$ cat src/rtl/nibble_serial_adder.sv
// -----------------------------------------------------------------------------
// nibble_serial_adder
//
// Multi-precision adder controller built around one 4-bit carry-look-ahead
// stage. A WIDTH-bit addition is performed one nibble per clock, least
// significant nibble first, with the inter-nibble carry held in a register.
// The result appears WIDTH/4 edges after the accepting edge.
//
// Ports:
//   clk    in   1      rising-edge clock
//   rst    in   1      synchronous, active-high reset
//   start  in   1      request, sampled only while ready=1
//   A      in   WIDTH  operand A, latched on the accepting edge
//   B      in   WIDTH  operand B, latched on the accepting edge
//   CIN    in   1      carry-in, latched on the accepting edge
//   ready  out  1      a start will be accepted (IDLE or DONE)
//   busy   out  1      nibble steps in progress (ADD)
//   done   out  1      one-cycle pulse, SUM/COUT/OVF just updated
//   SUM    out  WIDTH  registered result
//   COUT   out  1      registered carry-out of the MSB nibble
//   OVF    out  1      registered two's-complement overflow
//
// WIDTH must be a multiple of 4 and at least 4.
// -----------------------------------------------------------------------------

// 4-bit carry-look-ahead adder stage: SUM/COUT = A + B + CIN.
module carry_look_ahead (
    input  logic [3:0] A,
    input  logic [3:0] B,
    input  logic       CIN,
    output logic [3:0] SUM,
    output logic       COUT
);
    logic [3:0] w_g;
    logic [3:0] w_p;
    logic [4:0] w_c;

    assign w_g = A & B;
    assign w_p = A ^ B;

    // Every carry is a flat function of generate/propagate and CIN.
    assign w_c[0] = CIN;
    assign w_c[1] = w_g[0] | (w_p[0] & CIN);
    assign w_c[2] = w_g[1] | (w_p[1] & w_g[0]) | (w_p[1] & w_p[0] & CIN);
    assign w_c[3] = w_g[2] | (w_p[2] & w_g[1]) | (w_p[2] & w_p[1] & w_g[0])
                  | (w_p[2] & w_p[1] & w_p[0] & CIN);
    assign w_c[4] = w_g[3] | (w_p[3] & w_g[2]) | (w_p[3] & w_p[2] & w_g[1])
                  | (w_p[3] & w_p[2] & w_p[1] & w_g[0])
                  | (w_p[3] & w_p[2] & w_p[1] & w_p[0] & CIN);

    assign SUM  = w_p ^ w_c[3:0];
    assign COUT = w_c[4];
endmodule

module nibble_serial_adder #(
    parameter int WIDTH = 16
) (
    input  logic             clk,
    input  logic             rst,
    input  logic             start,
    input  logic [WIDTH-1:0] A,
    input  logic [WIDTH-1:0] B,
    input  logic             CIN,
    output logic             ready,
    output logic             busy,
    output logic             done,
    output logic [WIDTH-1:0] SUM,
    output logic             COUT,
    output logic             OVF
);
    localparam int N     = WIDTH / 4;
    localparam int IDX_W = (N > 1) ? $clog2(N) : 1;
    localparam logic [IDX_W-1:0] LAST_IDX = IDX_W'(N - 1);

    typedef enum logic [1:0] {
        IDLE = 2'd0,
        ADD  = 2'd1,
        DONE = 2'd2
    } state_t;

    state_t r_state;
    state_t w_state_next;

    logic [WIDTH-1:0] r_a;
    logic [WIDTH-1:0] r_b;
    logic [WIDTH-1:0] r_shadow;
    logic [IDX_W-1:0] r_idx;
    logic             r_carry;
    logic [WIDTH-1:0] r_sum;
    logic             r_cout;
    logic             r_ovf;
    logic             r_done;

    logic             w_accept;
    logic             w_last;
    logic [3:0]       w_a_nib;
    logic [3:0]       w_b_nib;
    logic [3:0]       w_cla_sum;
    logic             w_cla_cout;
    logic [WIDTH-1:0] w_shadow_next;

    assign ready    = (r_state == IDLE) || (r_state == DONE);
    assign busy     = (r_state == ADD);
    assign w_accept = start && ready;
    assign w_last   = (r_state == ADD) && (r_idx == LAST_IDX);

    // Select the current nibble of the latched operands and merge the CLA
    // result into the shadow copy. A compare-per-nibble mux keeps every
    // slice constant, so no part-select can leave the operand range.
    // NOTE: every signal assigned in always_comb gets a default first; a path
    // that skips an assignment would otherwise infer a latch.
    always_comb begin
        w_a_nib       = 4'h0;
        w_b_nib       = 4'h0;
        w_shadow_next = r_shadow;
        for (int i = 0; i < N; i++) begin
            if (r_idx == IDX_W'(i)) begin
                w_a_nib                  = r_a[4*i +: 4];
                w_b_nib                  = r_b[4*i +: 4];
                w_shadow_next[4*i +: 4]  = w_cla_sum;
            end
        end
    end

    carry_look_ahead u_cla (
        .A    (w_a_nib),
        .B    (w_b_nib),
        .CIN  (r_carry),
        .SUM  (w_cla_sum),
        .COUT (w_cla_cout)
    );

    // Next-state decode. start during ADD is deliberately not looked at.
    always_comb begin
        w_state_next = r_state;
        case (r_state)
            IDLE:    if (start) w_state_next = ADD;
            ADD:     if (w_last) w_state_next = DONE;
            DONE:    w_state_next = start ? ADD : IDLE;
            default: w_state_next = IDLE;
        endcase
    end

    // NOTE: sequential state uses non-blocking assignments so every register
    // samples the pre-edge values regardless of statement order.
    always_ff @(posedge clk) begin
        if (rst) r_state <= IDLE;
        else     r_state <= w_state_next;
    end

    // NOTE: the operand and shadow registers are plain flops, not a memory
    // array, so they are cleared with everything else; this also guarantees
    // an aborted operation leaves no stale data anywhere.
    always_ff @(posedge clk) begin
        if (rst) begin
            r_a      <= '0;
            r_b      <= '0;
            r_shadow <= '0;
            r_idx    <= '0;
            r_carry  <= 1'b0;
            r_sum    <= '0;
            r_cout   <= 1'b0;
            r_ovf    <= 1'b0;
            r_done   <= 1'b0;
        end else begin
            r_done <= 1'b0;
            if (w_accept) begin
                r_a     <= A;
                r_b     <= B;
                r_carry <= CIN;
                r_idx   <= '0;
            end else if (r_state == ADD) begin
                r_shadow <= w_shadow_next;
                r_carry  <= w_cla_cout;
                r_idx    <= w_last ? '0 : r_idx + IDX_W'(1);
                if (w_last) begin
                    // Results are published only here, with the final nibble
                    // taken straight from the CLA rather than the shadow.
                    r_sum  <= w_shadow_next;
                    r_cout <= w_cla_cout;
                    r_ovf  <= (r_a[WIDTH-1] == r_b[WIDTH-1]) &&
                              (w_shadow_next[WIDTH-1] != r_a[WIDTH-1]);
                    r_done <= 1'b1;
                end
            end
        end
    end

    assign done = r_done;
    assign SUM  = r_sum;
    assign COUT = r_cout;
    assign OVF  = r_ovf;
endmodule

$ cat config.mk
export PLATFORM = sky130hd
export DESIGN_NAME = nibble_serial_adder
export DESIGN_NICKNAME = d
export VERILOG_FILES = /design/src/rtl/nibble_serial_adder.sv
export SDC_FILE = /design/constraint.sdc
export NUM_CORES = 1
export LEC_CHECK = 0
export CAP_MARGIN = 15
export CORE_ASPECT_RATIO = 0.8
export CORE_MARGIN = 3
export CORE_UTILIZATION = 40
export CTS_BUF_LIST = sky130_fd_sc_hd__clkbuf_2 sky130_fd_sc_hd__clkbuf_4 sky130_fd_sc_hd__clkbuf_8
export DETAILED_ROUTE_END_ITERATION = 12
export GPL_TIMING_DRIVEN = 1
export PLACE_DENSITY = 0.72
export SYNTH_ARGS = -nofsm -noshare
export SYNTH_HDL_FRONTEND = slang
export SYNTH_SLANG_ARGS = --single-unit
export TNS_END_PERCENT = 1
$ cat constraint.sdc
create_clock -name clk -period 4.35 [get_ports clk]
set_input_delay 0.87 -clock clk [delete_from_list [all_inputs] [get_ports clk]]
set_output_delay 0.87 -clock clk [all_outputs]
set_load 0.02 [all_outputs]
---- After elaboration in Yosys (flattened, before gate mapping) ----
Index checks and enable logic that the tools add are counted.
word-level totals
  flip-flop bits (word level) ............. 72
  output and inout bits ................... 21
  logic and storage cells ................. 83
cells by class
  $add $sub $neg .......................... 1
  equal/unequal tests ..................... 9
  muxes and demuxes ....................... 20
  bitwise logic cells ..................... 31
  reductions and logical operators ........ 12
operators by type and width
  kind                                                                    number
  4-bit two-way mux                                                       12
  1-bit AND                                                               16
  1-bit OR                                                                10
  4-bit bitwise XOR                                                       2
  2-bit equality test (second input constant)                             3
  2-bit two-way mux                                                       3
  2-bit case mux with 3 select lines                                      1
  4-bit AND                                                               1
  2-bit by 1-bit equality test with 1-bit output (second input constant)  2
  2-bit zero test                                                         2
  1-bit two-way mux                                                       4
  2-bit AND reduction                                                     2
  1-bit logical AND                                                       3
  3-bit AND reduction                                                     1
  3-bit OR reduction                                                      1
  2-bit by 1-bit adder with 2-bit output (second input constant)          1
  2-bit by 1-bit != test with 1-bit output (second input constant)        1
  2-bit != test (second input constant)                                   1
  1-bit NOT                                                               2
  2-bit nonzero test                                                      1
  2-bit OR reduction                                                      1
  1-bit equality test                                                     1
  1-bit logical OR                                                        1
  1-bit != test                                                           1

---- Logic depth before layout (Yosys ltp) ----
Gate-level depths: netlist of the first run.
  depth in word-level cells ............... 14
  gate-level depth with buffers ........... 13
  gate-level depth less buffers ........... 12

---- Modules after synthesis ----
Synthesis of the first run repeated with hierarchy kept, for this count alone.
unflattened totals
  cells, all modules ...................... 356
  area, all modules ....................... 3051.7 um^2
modules (own cells, without submodules)
  module               instances  cells each  area an instance (um^2)  seq. area each (um^2)
  nibble_serial_adder  1          339         2904.0                   1381.3
  carry_look_ahead     1          17          147.6                    0.0

---- Worst setup path before layout of the first run ----
No wires, ideal clock.
  kind .................................... reg-to-reg
  start point ............................. register r_idx[0]
  end point ............................... register r_sum[10] (netlist: SUM[10])
  data arrival time ....................... 2.700 ns
  setup slack ............................. 1.564 ns
  stages on the path, launching flop included .. 13
  clock period less this slack ............ 2.786 ns
  cells stage by stage .................... dfxtp_1 -> inv_1 -> ha_1 -> clkbuf_1 -> buf_1 -> a21oi_1 -> o21ai_0 -> ha_1 -> a21o_2 -> a21oi_1 -> xnor2_1 -> mux2i_1 -> a211oi_1
between the ends
  longest elaborated chain between the ends .. 11
ends and longest elaborated chain
  element                                                line    source
  from (decl)                                            87      logic [IDX_W-1:0] r_idx;
  from (signal assigned)                                 175     r_idx <= w_last ? '0 : r_idx + IDX_W'(1);
  2-bit zero test                                        117     if (r_idx == IDX_W'(i)) begin
  4-bit two-way mux (4 in series)                        117
  4-bit bitwise XOR / 4-bit AND (equally long branches)  39, 38
  1-bit AND                                              44      assign w_c[2] = w_g[1] | (w_p[1] & w_g[0]) | (w_p[1] & w_p[0] & CIN);
  1-bit OR / 1-bit AND (equally long branches)           44
  1-bit OR                                               44
  4-bit bitwise XOR                                      51      assign SUM = w_p ^ w_c[3:0];
  4-bit two-way mux                                      117
  to (signal assigned)                                   179     r_sum <= w_shadow_next;
  to (decl)                                              89      logic [WIDTH-1:0] r_sum;
Parallel ways exist; a longest one is shown, timed or not.
A chain may end at the register's enable or synchronous reset.

---- Final worst setup path of the first run ----
  start point ............................. register r_idx[1]
  end point ............................... register r_sum[6] (netlist: SUM[6])
Same word-level chain as after synthesis.

==> results.json, run 1 <==
{
  "cts_tree": "yes",
  "fp.dieH_um": 83.2,
  "netlist_area_mm2": 0.00298,
  "synth-seq-cells": 68,
  "post_cts_buffers": 0,
  "ctsHoldBuffers": 0,
  "finalClockSkew_ns": 0.00699,
  "rsz0062_at_grt": "false",
  "antenna_found_initial": 0,
  "numCtsBuffers": 9,
  "io_pins": 57,
  "met2_length_um": 2960,
  "final_cells": 512,
  "hold_violations": 0,
  "multi_input_area_mm2": 0.00149,
  "gp_congestion": 0.817,
  "worst_slew_pin_slew_ns": 1.00,
  "power.total_w": 0.00135,
  "p_per_area_mw_per_mm2": 361,
  "ys_seq_area_share_pct": 45.7,
  "io_buffers": 56,
  "area_growth_syn_to_layout_pct": 25.8,
  "relSlewSlack_pct": 33.0,
  "vias": 2639,
  "diodes": 0,
  "grt_pass1_wl_um": 11000,
  "final_common_cell": "nand2_1",
  "cp_common_cell": "a21oi_1",
  "crit_path_start_kind": "flip-flop",
  "die_x_um": 102,
  "ir_drop_mv": 0.226,
  "drt-initial-drc-count": 190,
  "path_cells": "inv_1, ha_1, nand2_1, a21oi_1, a21oi_1, o21ai_0, ha_1, a21o_2, a21oi_1, xnor2_1, mux2i_1, a211oi_1",
  "first_global_vias": 2276,
  "met3_length_um": 340,
  "fin_crit_sh_pct": 76.9,
  "cts_sinks": 68,
  "pre_cts_ws_ns": 1.09,
  "vias_per_cell": 5.15,
  "synth_edf_count": 0,
  "clock_latency_ns": 0.34,
  "clk_pin_slew_ns": 0.07,
  "cp.arrival_ns": 3.60,
  "timing.final.ws_setup_ns": 1.01,
  "dieArea_mm2": 0.00853,
  "grt_max_degree": 43,
  "wirelength_um": 6780,
  "setup-tns-final_ns": 0,
  "yosysWarnings": 0,
  "final_cell_mix": "nand2_1, a21oi_1, dfxtp_1, clkdlybuf4s50_1, nor2_1",
  "highest_layer": "met4",
  "drc": 0,
  "nFillCells": 681,
  "netlist_instances": 380,
  "leakagePower_nw": 1.32,
  "path_max_fanout": 25,
  "design.core.area_mm2": 0.00706,
  "status": "finished, final reports clean",
  "slew_viol_final": 0,
  "wl_per_cell_um": 13.3,
  "end_kind": "flip-flop",
  "rows": 27,
  "async_flop_share_pct": 0,
  "ctsResizeCount": 0,
  "reg2reg_slack_ns": 1.01,
  "layout_min_cycle_time_ns": 3.34,
  "cts_root_buf": "clkbuf_8",
  "grt.overflow.total": 0,
  "fmax_mhz": 299,
  "hp-class": "reg2reg",
  "grt.total_usage_pct": 16.3,
  "dp_cells": 497,
  "syn-mean-instance-area_um2": 7.84,
  "slowest_delay_ns": 0.70,
  "worstSetupPathType": "reg2reg",
  "slowest_stage": "ha_1",
  "drt_first_pass_iters": 5,
  "maxCapViolations": 0,
  "final_layout_size_suffix_gt1_share_pct": 6.12,
  "seq_area_mm2": 0.00136,
  "setup_viol": 0,
  "antenna_left": 0,
  "synth_ff_type": "dfxtp_1",
  "wl_met1_um": 3420,
  "finalNetCount": 466,
  "clockBufferDepth": 2,
  "required_ns": 4.60,
  "synth_nets": 425,
  "initial_utilization_pct": 42.2,
  "hpwl_um": 4840,
  "cts_max_level": 3,
  "synth.distinct_cells": 30
}
[area by class of cell]
cell class                      instances  area share [%]
Sequential cell                        68            36.3
Clock buffer                           13            4.27
Clock inverter                          2           0.935
Inverter                                5           0.501
Multi-Input combinational cell        278            39.7
Tap cell                               87            2.90
Timing Repair Buffer                   59            15.4
[synthesized netlist by cell type, types with 3 or more instances]
library cell / n / area [µm²]
nand2_1: 107 / 402
a21oi_1: 70 / 350
mux2i_1: 9 / 90.1
nor2_1: 22 / 82.6
nand3_1: 9 / 45.0
clkbuf_1: 20 / 75.1
inv_1: 4 / 15.0
dfxtp_1: 68 / 1360
nand3b_1: 10 / 75.1
o211ai_1: 3 / 22.5
nor3_1: 6 / 30.0
a211oi_1: 9 / 67.6
buf_1: 4 / 15.0
ha_1: 8 / 100
o21ai_0: 9 / 45.0
buf_2: 5 / 25.0
[flip-flops by register name, indices dropped and copies added (netlist names)]
register  flops
SUM          16
r_idx         2
COUT          1
r_shadow     12
r_b          16
done          1
r_a          16
OVF           1
r_state       2
r_carry       1
[stage by stage]
step	hold WS, ns	utilization [%]	area, µm²
floorplan	0.436	-	2980
global placement	0.440	50.3	3550
detailed placement	0.448	50.3	3550
CTS	0.458	53.1	3750
global route	0.477	53.1	3750
finish	0.455	53.1	3750
[final timing paths]
kind | cells past startpoint | start | end
worst max-delay path | 12 | r_idx[1]$_SDFFE_PP0P_ | SUM[6]$_SDFFE_PP0P_
worst min-delay path | 2 | SUM[12]$_SDFFE_PP0P_ | SUM[12]$_SDFFE_PP0P_
worst max register to register | 12 | r_idx[1]$_SDFFE_PP0P_ | SUM[6]$_SDFFE_PP0P_
worst min register to register | 2 | SUM[12]$_SDFFE_PP0P_ | SUM[12]$_SDFFE_PP0P_
[worst max-delay path, delay by kind of cell, from the launching register on]
kind            cells  cell delay (ns)
mux                 1             0.16
compound gates      6             1.18
fa+ha+maj           2             1.03
buf+inv             1             0.10
xor+xnor            1             0.31
flops               1             0.33
simple gates        1             0.13
[where the power goes]
group | leakage, nW | internal, W | switching [W]
Combinational | 0.667 | 0.0000765 | 0.000100
Sequential | 0.554 | 0.000646 | 0.0000159
Clock | 0.104 | 0.000296 | 0.000218
Total | 1.32 | 0.00102 | 0.000334
[metal layers]
metal | track usage, % | up-vias
li1 | - | 1360
met1 | 23.8 | 1215
met2 | 23.2 | 58
met3 | 4.95 | 6
met4 | 4.29 | 0
met5 | 0 | -
[cells by family after synthesis]
group / count (synthesis) / synth area share [%]
AO/OA/AOI/OAI: 98 / 18.8
XOR/XNOR: 3 / 1.51
adder cells (fa/ha/maj): 9 / 4.03
buffers and inverters: 34 / 4.49
flip-flops: 68 / 45.7
multiplexers: 9 / 3.02
AND/OR/NAND/NOR: 159 / 22.4
No activity file was read; power rests on OpenSTA's default activity.
==> run 2, diff against run 1 <==
--- a/config.mk
+++ b/config.mk
@@ -12,7 +12,7 @@
 export CTS_BUF_LIST = sky130_fd_sc_hd__clkbuf_2 sky130_fd_sc_hd__clkbuf_4 sky130_fd_sc_hd__clkbuf_8
 export DETAILED_ROUTE_END_ITERATION = 12
 export GPL_TIMING_DRIVEN = 1
-export PLACE_DENSITY = 0.72
+export PLACE_DENSITY = 0.75
 export SYNTH_ARGS = -nofsm -noshare
 export SYNTH_HDL_FRONTEND = slang
 export SYNTH_SLANG_ARGS = --single-unit
==> constraint.sdc (replaced) <==
create_clock -name clk -period 2.9 [get_ports clk]
set_input_delay 0.58 -clock clk [delete_from_list [all_inputs] [get_ports clk]]
set_output_delay 0.58 -clock clk [all_outputs]
set_load 0.02 [all_outputs]
==> results.json, run 2 (synthesis gave the netlist of run 1 again) <==
{
  "multi_input_area_mm2": 0.00152,
  "dieArea_mm2": 0.00853,
  "hold_violations": 0,
  "ctsHoldBuffers": 0,
  "final_layout_size_suffix_gt1_share_pct": 10.7,
  "hp-class": "reg2reg",
  "reg2reg_slack_ns": 0.17,
  "vias_per_cell": 5.10,
  "clock_latency_ns": 0.34,
  "drc": 0,
  "die_x_um": 102,
  "ir_drop_mv": 0.294,
  "design.core.area_mm2": 0.00706,
  "grt_max_degree": 36,
  "io_pins": 57,
  "fp.dieH_um": 83.2,
  "layout_min_cycle_time_ns": 2.73,
  "finalNetCount": 480,
  "antenna_left": 0,
  "area_growth_syn_to_layout_pct": 31.8,
  "grt_pass1_wl_um": 12100,
  "fmax_mhz": 366,
  "hpwl_um": 5110,
  "cts_max_level": 3,
  "antenna_found_initial": 0,
  "crit_path_start_kind": "flip-flop",
  "final_common_cell": "nand2_1",
  "fin_crit_sh_pct": 94.2,
  "pre_cts_ws_ns": -0.143,
  "cts_root_buf": "clkbuf_8",
  "finalClockSkew_ns": 0.0101,
  "path_max_fanout": 13,
  "grt.total_usage_pct": 17.8,
  "first_global_vias": 2580,
  "worstSetupPathType": "reg2reg",
  "status": "finished, final reports clean",
  "setup_viol": 0,
  "grt.overflow.total": 0,
  "io_buffers": 56,
  "timing.final.ws_setup_ns": 0.168,
  "relSlewSlack_pct": 53.9,
  "gp_congestion": 0.869,
  "end_kind": "flip-flop",
  "wl_per_cell_um": 13.6,
  "clockBufferDepth": 2,
  "initial_utilization_pct": 42.2,
  "numCtsBuffers": 9,
  "worst_slew_pin_slew_ns": 0.691,
  "drt-initial-drc-count": 144,
  "wirelength_um": 7170,
  "cts_tree": "yes",
  "required_ns": 3.15,
  "slew_viol_final": 0,
  "power.total_w": 0.00215,
  "final_cell_mix": "nand2_1, a21oi_1, dfxtp_1, clkdlybuf4s50_1, nor2_1",
  "drt_first_pass_iters": 4,
  "vias": 2689,
  "leakagePower_nw": 1.42,
  "p_per_area_mw_per_mm2": 547,
  "nFillCells": 628,
  "maxCapViolations": 0,
  "cts_sinks": 68,
  "seq_area_mm2": 0.00136,
  "diodes": 0,
  "cp.arrival_ns": 2.98,
  "rows": 27,
  "clk_pin_slew_ns": 0.07
}
run 2: cell types whose count changed in the layout (fill, tap and decap cells not counted), sizes merged:
cell and delta:
buf +14, clkinv +2, clkbuf -2, bufinv +1
run 2: critical path: stages, from the launching register on:
cell and delay [ns]:
dfxtp_1 0.40, inv_2 0.10, ha_4 0.21, nand3b_1 0.16, a21oi_1 0.15, a21oi_1 0.05
o21ai_0 0.22, ha_1 0.34, a41oi_2 0.27, o21ai_4 0.11, xor2_4 0.26, mux2i_1 0.12
a211oi_1 0.26
run 2: repair_timing:
action,4_1_cts,5_1_grt
setup endpoints to repair,6,15
gates resized for setup,3,8
buffers inserted,0,1
run 2: layer usage:
| layer | wire length [µm] | GRT usage, % |
|---|---|---|
| met4 | 80 | 4.89 |
| met3 | 468 | 6.30 |
| met2 | 3140 | 25.2 |
| met1 | 3470 | 25.6 |
| met5 | 0 | 0 |
run 2: report_power, final:
part	switching [W]	internal (W)	leakage, nW
Combinational	0.000160	0.000139	0.753
Sequential	0.0000243	0.000969	0.554
Clock	0.000342	0.000513	0.116
run 2: layout make-up:
class                      instances  area share (%)
clock inverter                     5            1.91
multi-input combinational        278            38.7
clock buffer                      11            3.70
inverter                           5           0.478
timing repair buffer              73            17.7
tap                               87            2.77
sequential                        68            34.7
run 2: final timing paths:
check	start	to	cells after the start
min reg2reg	SUM[1]$_SDFFE_PP0P_	SUM[1]$_SDFFE_PP0P_	2
min	SUM[1]$_SDFFE_PP0P_	SUM[1]$_SDFFE_PP0P_	2
max	r_idx[1]$_SDFFE_PP0P_	SUM[7]$_SDFFE_PP0P_	12
max reg2reg	r_idx[1]$_SDFFE_PP0P_	SUM[7]$_SDFFE_PP0P_	12
run 2: per-stage QoR:
step	cell area, µm²	cells	util [%]	hold WS (ns)	TNS, ns
finish	3930	527	55.6	0.454	0
global route	3930	527	55.6	0.476	-0.00255
CTS	3900	526	55.2	0.455	0
detailed placement	3660	510	51.9	0.446	-0.354
global placement	3660	510	51.9	0.443	0
floorplan	2980	380	-	0.436	0
==> run 3, diff against run 2 <==
--- a/config.mk
+++ b/config.mk
@@ -5,13 +5,13 @@
 export SDC_FILE = /design/constraint.sdc
 export NUM_CORES = 1
 export LEC_CHECK = 0
-export CAP_MARGIN = 15
 export CORE_ASPECT_RATIO = 0.8
 export CORE_MARGIN = 3
 export CORE_UTILIZATION = 40
 export CTS_BUF_LIST = sky130_fd_sc_hd__clkbuf_2 sky130_fd_sc_hd__clkbuf_4 sky130_fd_sc_hd__clkbuf_8
 export DETAILED_ROUTE_END_ITERATION = 12
 export GPL_TIMING_DRIVEN = 1
+export HOLD_SLACK_MARGIN = 0.08
 export PLACE_DENSITY = 0.75
 export SYNTH_ARGS = -nofsm -noshare
 export SYNTH_HDL_FRONTEND = slang
==> results of run 3 <==
No change in the layout: final DEF, timing and power equal those of run 2.
